==> src/rtl/reg_file_sb.sv <==
// Multi-read, dual-write register file with a per-register busy scoreboard.
// Same-cycle writes and busy clears can be forwarded to the read ports.
module reg_file_sb #(
   parameter int XLEN     = 32,
   parameter int NREGS    = 32,
   parameter int NRD      = 2,
   parameter bit ZERO_REG = 1'b1,
   parameter bit BYPASS   = 1'b1,
   localparam int AW      = $clog2(NREGS)
) (
   input  logic                clk,
   input  logic                rst,
   input  logic [NRD*AW-1:0]   rd_addr,
   output logic [NRD*XLEN-1:0] rd_data,
   output logic [NRD-1:0]      rd_busy,
   input  logic                wr0_en,
   input  logic [AW-1:0]       wr0_addr,
   input  logic [XLEN-1:0]     wr0_data,
   input  logic                wr1_en,
   input  logic [AW-1:0]       wr1_addr,
   input  logic [XLEN-1:0]     wr1_data,
   input  logic                resv_en,
   input  logic [AW-1:0]       resv_addr,
   output logic [NREGS-1:0]    busy_vec
);

   logic [XLEN-1:0]  regFile_q [NREGS];
   logic [XLEN-1:0]  regFile_d [NREGS];
   logic [NREGS-1:0] busy_q;
   logic [NREGS-1:0] busy_d;

   // Port 1 is applied after port 0 so it wins a collision; the reserve is
   // applied last so a new producer outlives a retiring one.
   always_comb begin
      regFile_d = regFile_q;
      busy_d    = busy_q;
      if (wr0_en) begin
         regFile_d[wr0_addr] = wr0_data;
         busy_d[wr0_addr]    = 1'b0;
      end
      if (wr1_en) begin
         regFile_d[wr1_addr] = wr1_data;
         busy_d[wr1_addr]    = 1'b0;
      end
      if (resv_en) begin
         busy_d[resv_addr] = 1'b1;
      end
      if (ZERO_REG) begin
         regFile_d[0] = '0;
         busy_d[0]    = 1'b0;
      end
   end

   always_ff @(posedge clk or posedge rst) begin
      if (rst) begin
         for (int n = 0; n < NREGS; n++) begin
            regFile_q[n] <= '0;
         end
         busy_q <= '0;
      end else begin
         regFile_q <= regFile_d;
         busy_q    <= busy_d;
      end
   end

   assign busy_vec = busy_q;

   for (genvar p = 0; p < NRD; p++) begin : g_rd
      logic [AW-1:0]   addr;
      logic [XLEN-1:0] data;
      logic            busy;
      logic            hit0;
      logic            hit1;

      assign addr = rd_addr[p*AW +: AW];

      // Forwarding is suppressed during reset so reads see the cleared state.
      always_comb begin
         hit0 = BYPASS && !rst && wr0_en && (wr0_addr == addr);
         hit1 = BYPASS && !rst && wr1_en && (wr1_addr == addr);
         data = regFile_q[addr];
         busy = busy_q[addr];
         if (hit1) begin
            data = wr1_data;
         end else if (hit0) begin
            data = wr0_data;
         end
         if (hit0 || hit1) begin
            busy = resv_en && (resv_addr == addr);
         end
         if (ZERO_REG && (addr == '0)) begin
            data = '0;
            busy = 1'b0;
         end
      end

      assign rd_data[p*XLEN +: XLEN] = data;
      assign rd_busy[p]              = busy;
   end

endmodule
==> config.mk <==
export PLATFORM = sky130hd
export DESIGN_NAME = reg_file_sb
export DESIGN_NICKNAME = d
export VERILOG_FILES = /design/src/rtl/reg_file_sb.sv
export SDC_FILE = /design/constraint.sdc
export NUM_CORES = 2
export LEC_CHECK = 0
export BUFFER_PORTS_ARGS = -buffer_cell sky130_fd_sc_hd__buf_2
export CORE_MARGIN = 8
export CORE_UTILIZATION = 50
export CTS_BUF_LIST = sky130_fd_sc_hd__clkbuf_4 sky130_fd_sc_hd__clkbuf_8
export DETAILED_ROUTE_END_ITERATION = 7
export PLACE_DENSITY = 0.68
export SKIP_CTS_REPAIR_TIMING = 1
export SYNTH_ARGS = -nofsm -noshare
export SYNTH_HDL_FRONTEND = slang
export SYNTH_SLANG_ARGS = --single-unit
==> constraint.sdc <==
create_clock -name clk -period 53.3 [get_ports clk]
set_input_delay 5.33 -clock clk [delete_from_list [all_inputs] [get_ports clk]]
set_output_delay 5.33 -clock clk [all_outputs]
set_load 0.03 [all_outputs]
==> reports/results.txt <==
Across the VDD grid, the largest voltage drop is 0.02821 mV. Dividing the detail-routed wire length by the instance count gives 33.79 µm. Summing the sequential cell areas from Yosys gives 39.57% of the chip area. In the final layout, the share of cells above drive strength 1 is 20.28%. The logs give 50.16% for the initial core utilization and 0 for the global-route congestion overflow total. In this run the power density over the cells is 38.40 nW/µm².

After layout, the worst path uses 29.36% of the clock period. The worst setup path is captured at a primary output. The run gives 0 ns as the final setup skew. The die is 375.7 µm tall. The flow ran to the end, and the final reports show no timing, DRC or antenna violations.

The first global-routing pass estimated 379200 µm of wire. The number of standard-cell rows in the floorplan came out at 132. In this run the mean area of a mapped cell was 10.27 µm². TritonCTS built the clock tree. The count of pins over their slew limit is 0, and the number of I/O port buffers is 190. The latest clock arrival within the worst-skew pair is 0.94 ns, and the number of buffers on the longest clock path is 3. The via-per-instance ratio is 7.072, and the number of design-rule violations left by the first detailed-router iteration is 10.06k. The setup path with the least slack is of type primary input to primary output. After clock tree synthesis, the clock-pin slew on the worst setup and hold paths is 0.06 ns. Excluding fillers, the count of instances in the completed layout stands at 7867. The startpoint type of the worst setup path is a primary input. Measured along the x axis, the die boundary spans 375.7 µm. Compared with the post-synthesis result, the final layout area differs by 7.880%. The full die area is 141200 µm². The root buffer cell is sky130_fd_sc_hd__clkbuf_8. After detailed placement, the design holds a cell count of 7525.

The largest fanout on the critical path came out at 45. The total of warnings raised by yosys is 0, and the core area is 129000 µm². Critical path's slowest cell: sky130_fd_sc_hd__buf_4.

Counting the buffers created by CTS gives 178. Data on the critical path is required at its endpoint by 47.97 ns. The worst register-to-register path has a setup slack of 52.42 ns. The smallest setup slack after layout is 37.65 ns, and the proportion of synthesized flip-flops having asynchronous set or reset is 100.0%. The tools report the worst relative slew slack as 13.96%. Once detailed placement completed, the half-perimeter wirelength came to 150800 µm. The total routing usage reported by global routing is 36.38%. In the final timing run, aggregate negative setup slack is 0 ns.

Data on the critical path arrives at its endpoint at 10.32 ns. OpenSTA, run right after detailed placement, puts the worst setup slack at 38.11 ns. Setup repair after global routing left no endpoint under its margin. Timing would allow up to 63.91 MHz. The logs give 53.52k for the via count of the first global-routing pass and 0 for the count of final setup violators.

192 I/O pins were placed. The run gives 0.03000 µW as the static power due to leakage. The count of filler cells inserted in the layout is 11.12k, and the total length of routed wires is 265800 µm.

Traced cell by cell, the critical path runs through buf_6 > buf_4 > buf_4 > xor2_1 > nor4_1 > and4_4 > buf_4 > nand2b_1 > o31ai_1 > nor3b_1 > buf_2. The clock drives 1023 sinks. The final hold violation count is 0.

After synthesis, the netlist uses 54 different library cells. The congestion estimate from routability-driven global placement came to 0.9702. In this run the cell area of the synthesized design comes to 64700 µm².

Among all flip-flop cells after synthesis, the most frequent one is sky130_fd_sc_hd__dfrtp_1. The post-synth net total is 6391, and the post-synthesis register bit count is 1023. The routed layout has 55.63k vias. The final layout contains 6057 nets. The number of antenna violations at the first check in global routing is 31. The synthesized design contains 0 enable-type register cells. For the pin with the worst max-slew slack, the measured transition is 1.281 ns. The number of cells on the worst reg-to-reg path is 2. The length of the first detailed-routing pass in iterations came out at 6. The tightest min-delay check is of the flop to flop type. The post-synthesis cell count is 6297, and the shortest clock period the worst path allows after layout is 15.65 ns. In this design, the critical path's most frequently occurring cell is sky130_fd_sc_hd__buf_4. Entering global routing, the biggest net connects 153 pins. The count of nets left with antenna violations after detail routing was 0; the reported max-cap violation count was 0. The number of cells on the worst hold path came out at 1. The post-route DRC violation count was 0; the number of levels the H-tree was split into was 4. The worst stage delay on the critical path is 0.72 ns.
[final timing paths]
| check | endpoint | from |
|---|---|---|
| worst max register to register | regFile_q[508] | regFile_q[508] |
| worst min-delay path | busy_vec[17] | busy_vec[17] |
| worst min register to register | busy_vec[17] | busy_vec[17] |
| worst max-delay path | rd_busy[1] | rd_addr[7] |
| max in group asynchronous | regFile_q[991] | rst |
| min in group asynchronous | regFile_q[189] | rst |
[flip-flops by register name, summed over array words and instances, names as in the netlist]
signal and cells:
regFile_q 992, busy_vec 31
[kinds of logic after synthesis]
group	synth area share, %
compound gates	12.49
xor+xnor	0.4061
buf+inv	5.334
flops	39.57
mux	33.32
other cells	0.005796
simple gates	8.882
[metal layers]
layer  vias to the layer above  part of all wire [%]  track usage, %
met4                        16                   6.8           20.80
met1                     27228                    36           47.82
met2                      4960                    41           49.51
li1                      22304                     -               -
met3                      1125                    16           16.24
met5                         -                 0.038          0.6859
[area by class of cell]
cell class              instances  area (µm²)  share of cell area [%]
diodes                         24       60.06                 0.08604
clock buffers                 292        3656                   5.238
clock inverters                26       240.2                  0.3442
inverters                      16       67.56                 0.09680
multi-input cells            4445       36130                   51.76
flip-flops and latches       1023       25600                   36.68
well taps                    1742        2180                   3.123
repair buffers                299        1868                   2.676
[placed cells by master (no fill, tap or decap), types with 7 or more instances in the layout]
cell type / count
sky130_fd_sc_hd__a211oi_1: 25
sky130_fd_sc_hd__a21oi_1: 554
sky130_fd_sc_hd__a221o_1: 32
sky130_fd_sc_hd__a221oi_1: 64
sky130_fd_sc_hd__a22oi_1: 56
sky130_fd_sc_hd__a32o_1: 14
sky130_fd_sc_hd__a32oi_1: 8
sky130_fd_sc_hd__buf_2: 184
sky130_fd_sc_hd__buf_4: 106
sky130_fd_sc_hd__clkbuf_4: 58
sky130_fd_sc_hd__clkbuf_8: 234
sky130_fd_sc_hd__clkinv_2: 12
sky130_fd_sc_hd__dfrtp_1: 1023
sky130_fd_sc_hd__diode_2: 24
sky130_fd_sc_hd__inv_1: 15
sky130_fd_sc_hd__mux2_2: 67
sky130_fd_sc_hd__mux2i_1: 1041
sky130_fd_sc_hd__mux4_2: 461
sky130_fd_sc_hd__nand2_1: 542
sky130_fd_sc_hd__nand2_2: 14
sky130_fd_sc_hd__nand2_4: 19
sky130_fd_sc_hd__nand3_1: 8
sky130_fd_sc_hd__nand3b_1: 7
sky130_fd_sc_hd__nor2_1: 617
sky130_fd_sc_hd__nor2_4: 32
sky130_fd_sc_hd__nor3_1: 68
sky130_fd_sc_hd__nor3b_1: 9
sky130_fd_sc_hd__nor4_1: 7
sky130_fd_sc_hd__o21ai_0: 530
sky130_fd_sc_hd__o21ai_1: 30
sky130_fd_sc_hd__o22ai_1: 118
sky130_fd_sc_hd__or4_1: 32
sky130_fd_sc_hd__xor2_1: 24
[cells in the mapped netlist, types with 35 or more instances]
| cell type | instances | area, µm² |
|---|---|---|
| sky130_fd_sc_hd__buf_1 | 135 | 506.7 |
| sky130_fd_sc_hd__a21oi_1 | 554 | 2773 |
| sky130_fd_sc_hd__clkbuf_1 | 507 | 1903 |
| sky130_fd_sc_hd__a221oi_1 | 64 | 560.5 |
| sky130_fd_sc_hd__dfrtp_1 | 1023 | 25600 |
| sky130_fd_sc_hd__o22ai_1 | 118 | 738.2 |
| sky130_fd_sc_hd__mux2i_1 | 1041 | 10420 |
| sky130_fd_sc_hd__mux4_2 | 461 | 10380 |
| sky130_fd_sc_hd__nand2_1 | 575 | 2158 |
| sky130_fd_sc_hd__nor2_1 | 646 | 2425 |
| sky130_fd_sc_hd__buf_2 | 130 | 650.6 |
| sky130_fd_sc_hd__o21ai_0 | 530 | 2653 |
| sky130_fd_sc_hd__mux2_2 | 67 | 754.5 |
| sky130_fd_sc_hd__buf_4 | 35 | 262.8 |
| sky130_fd_sc_hd__nor3_1 | 68 | 340.3 |
| sky130_fd_sc_hd__a22oi_1 | 56 | 420.4 |
[where the power goes]
part,leakage (µW),internal (µW),switching (µW)
logic,0.0155,352,368
registers,0.0125,984,172
clock network,0.00207,446,358
[stage by stage]
step	power [µW]	hold slack (ns)	utilization, %	cell area [µm²]
finish	2680	0.5864	54.11	69800
global route	2776	0.6090	54.07	69750
CTS	2650	0.5839	54.07	69740
detailed placement	1856	0.5583	51.04	65840
global placement	1823	0.5497	51.04	65840
floorplan	1643	0.5437	-	64700
[worst max-delay path, delay by kind of cell]
kind | cells | cell delay [ns]
XOR/XNOR | 1 | 0.12
AO/OA/AOI/OAI | 1 | 0.13
AND/OR/NAND/NOR | 4 | 1.87
buffers and inverters | 5 | 2.63
(Power assumes the default switching activity.)
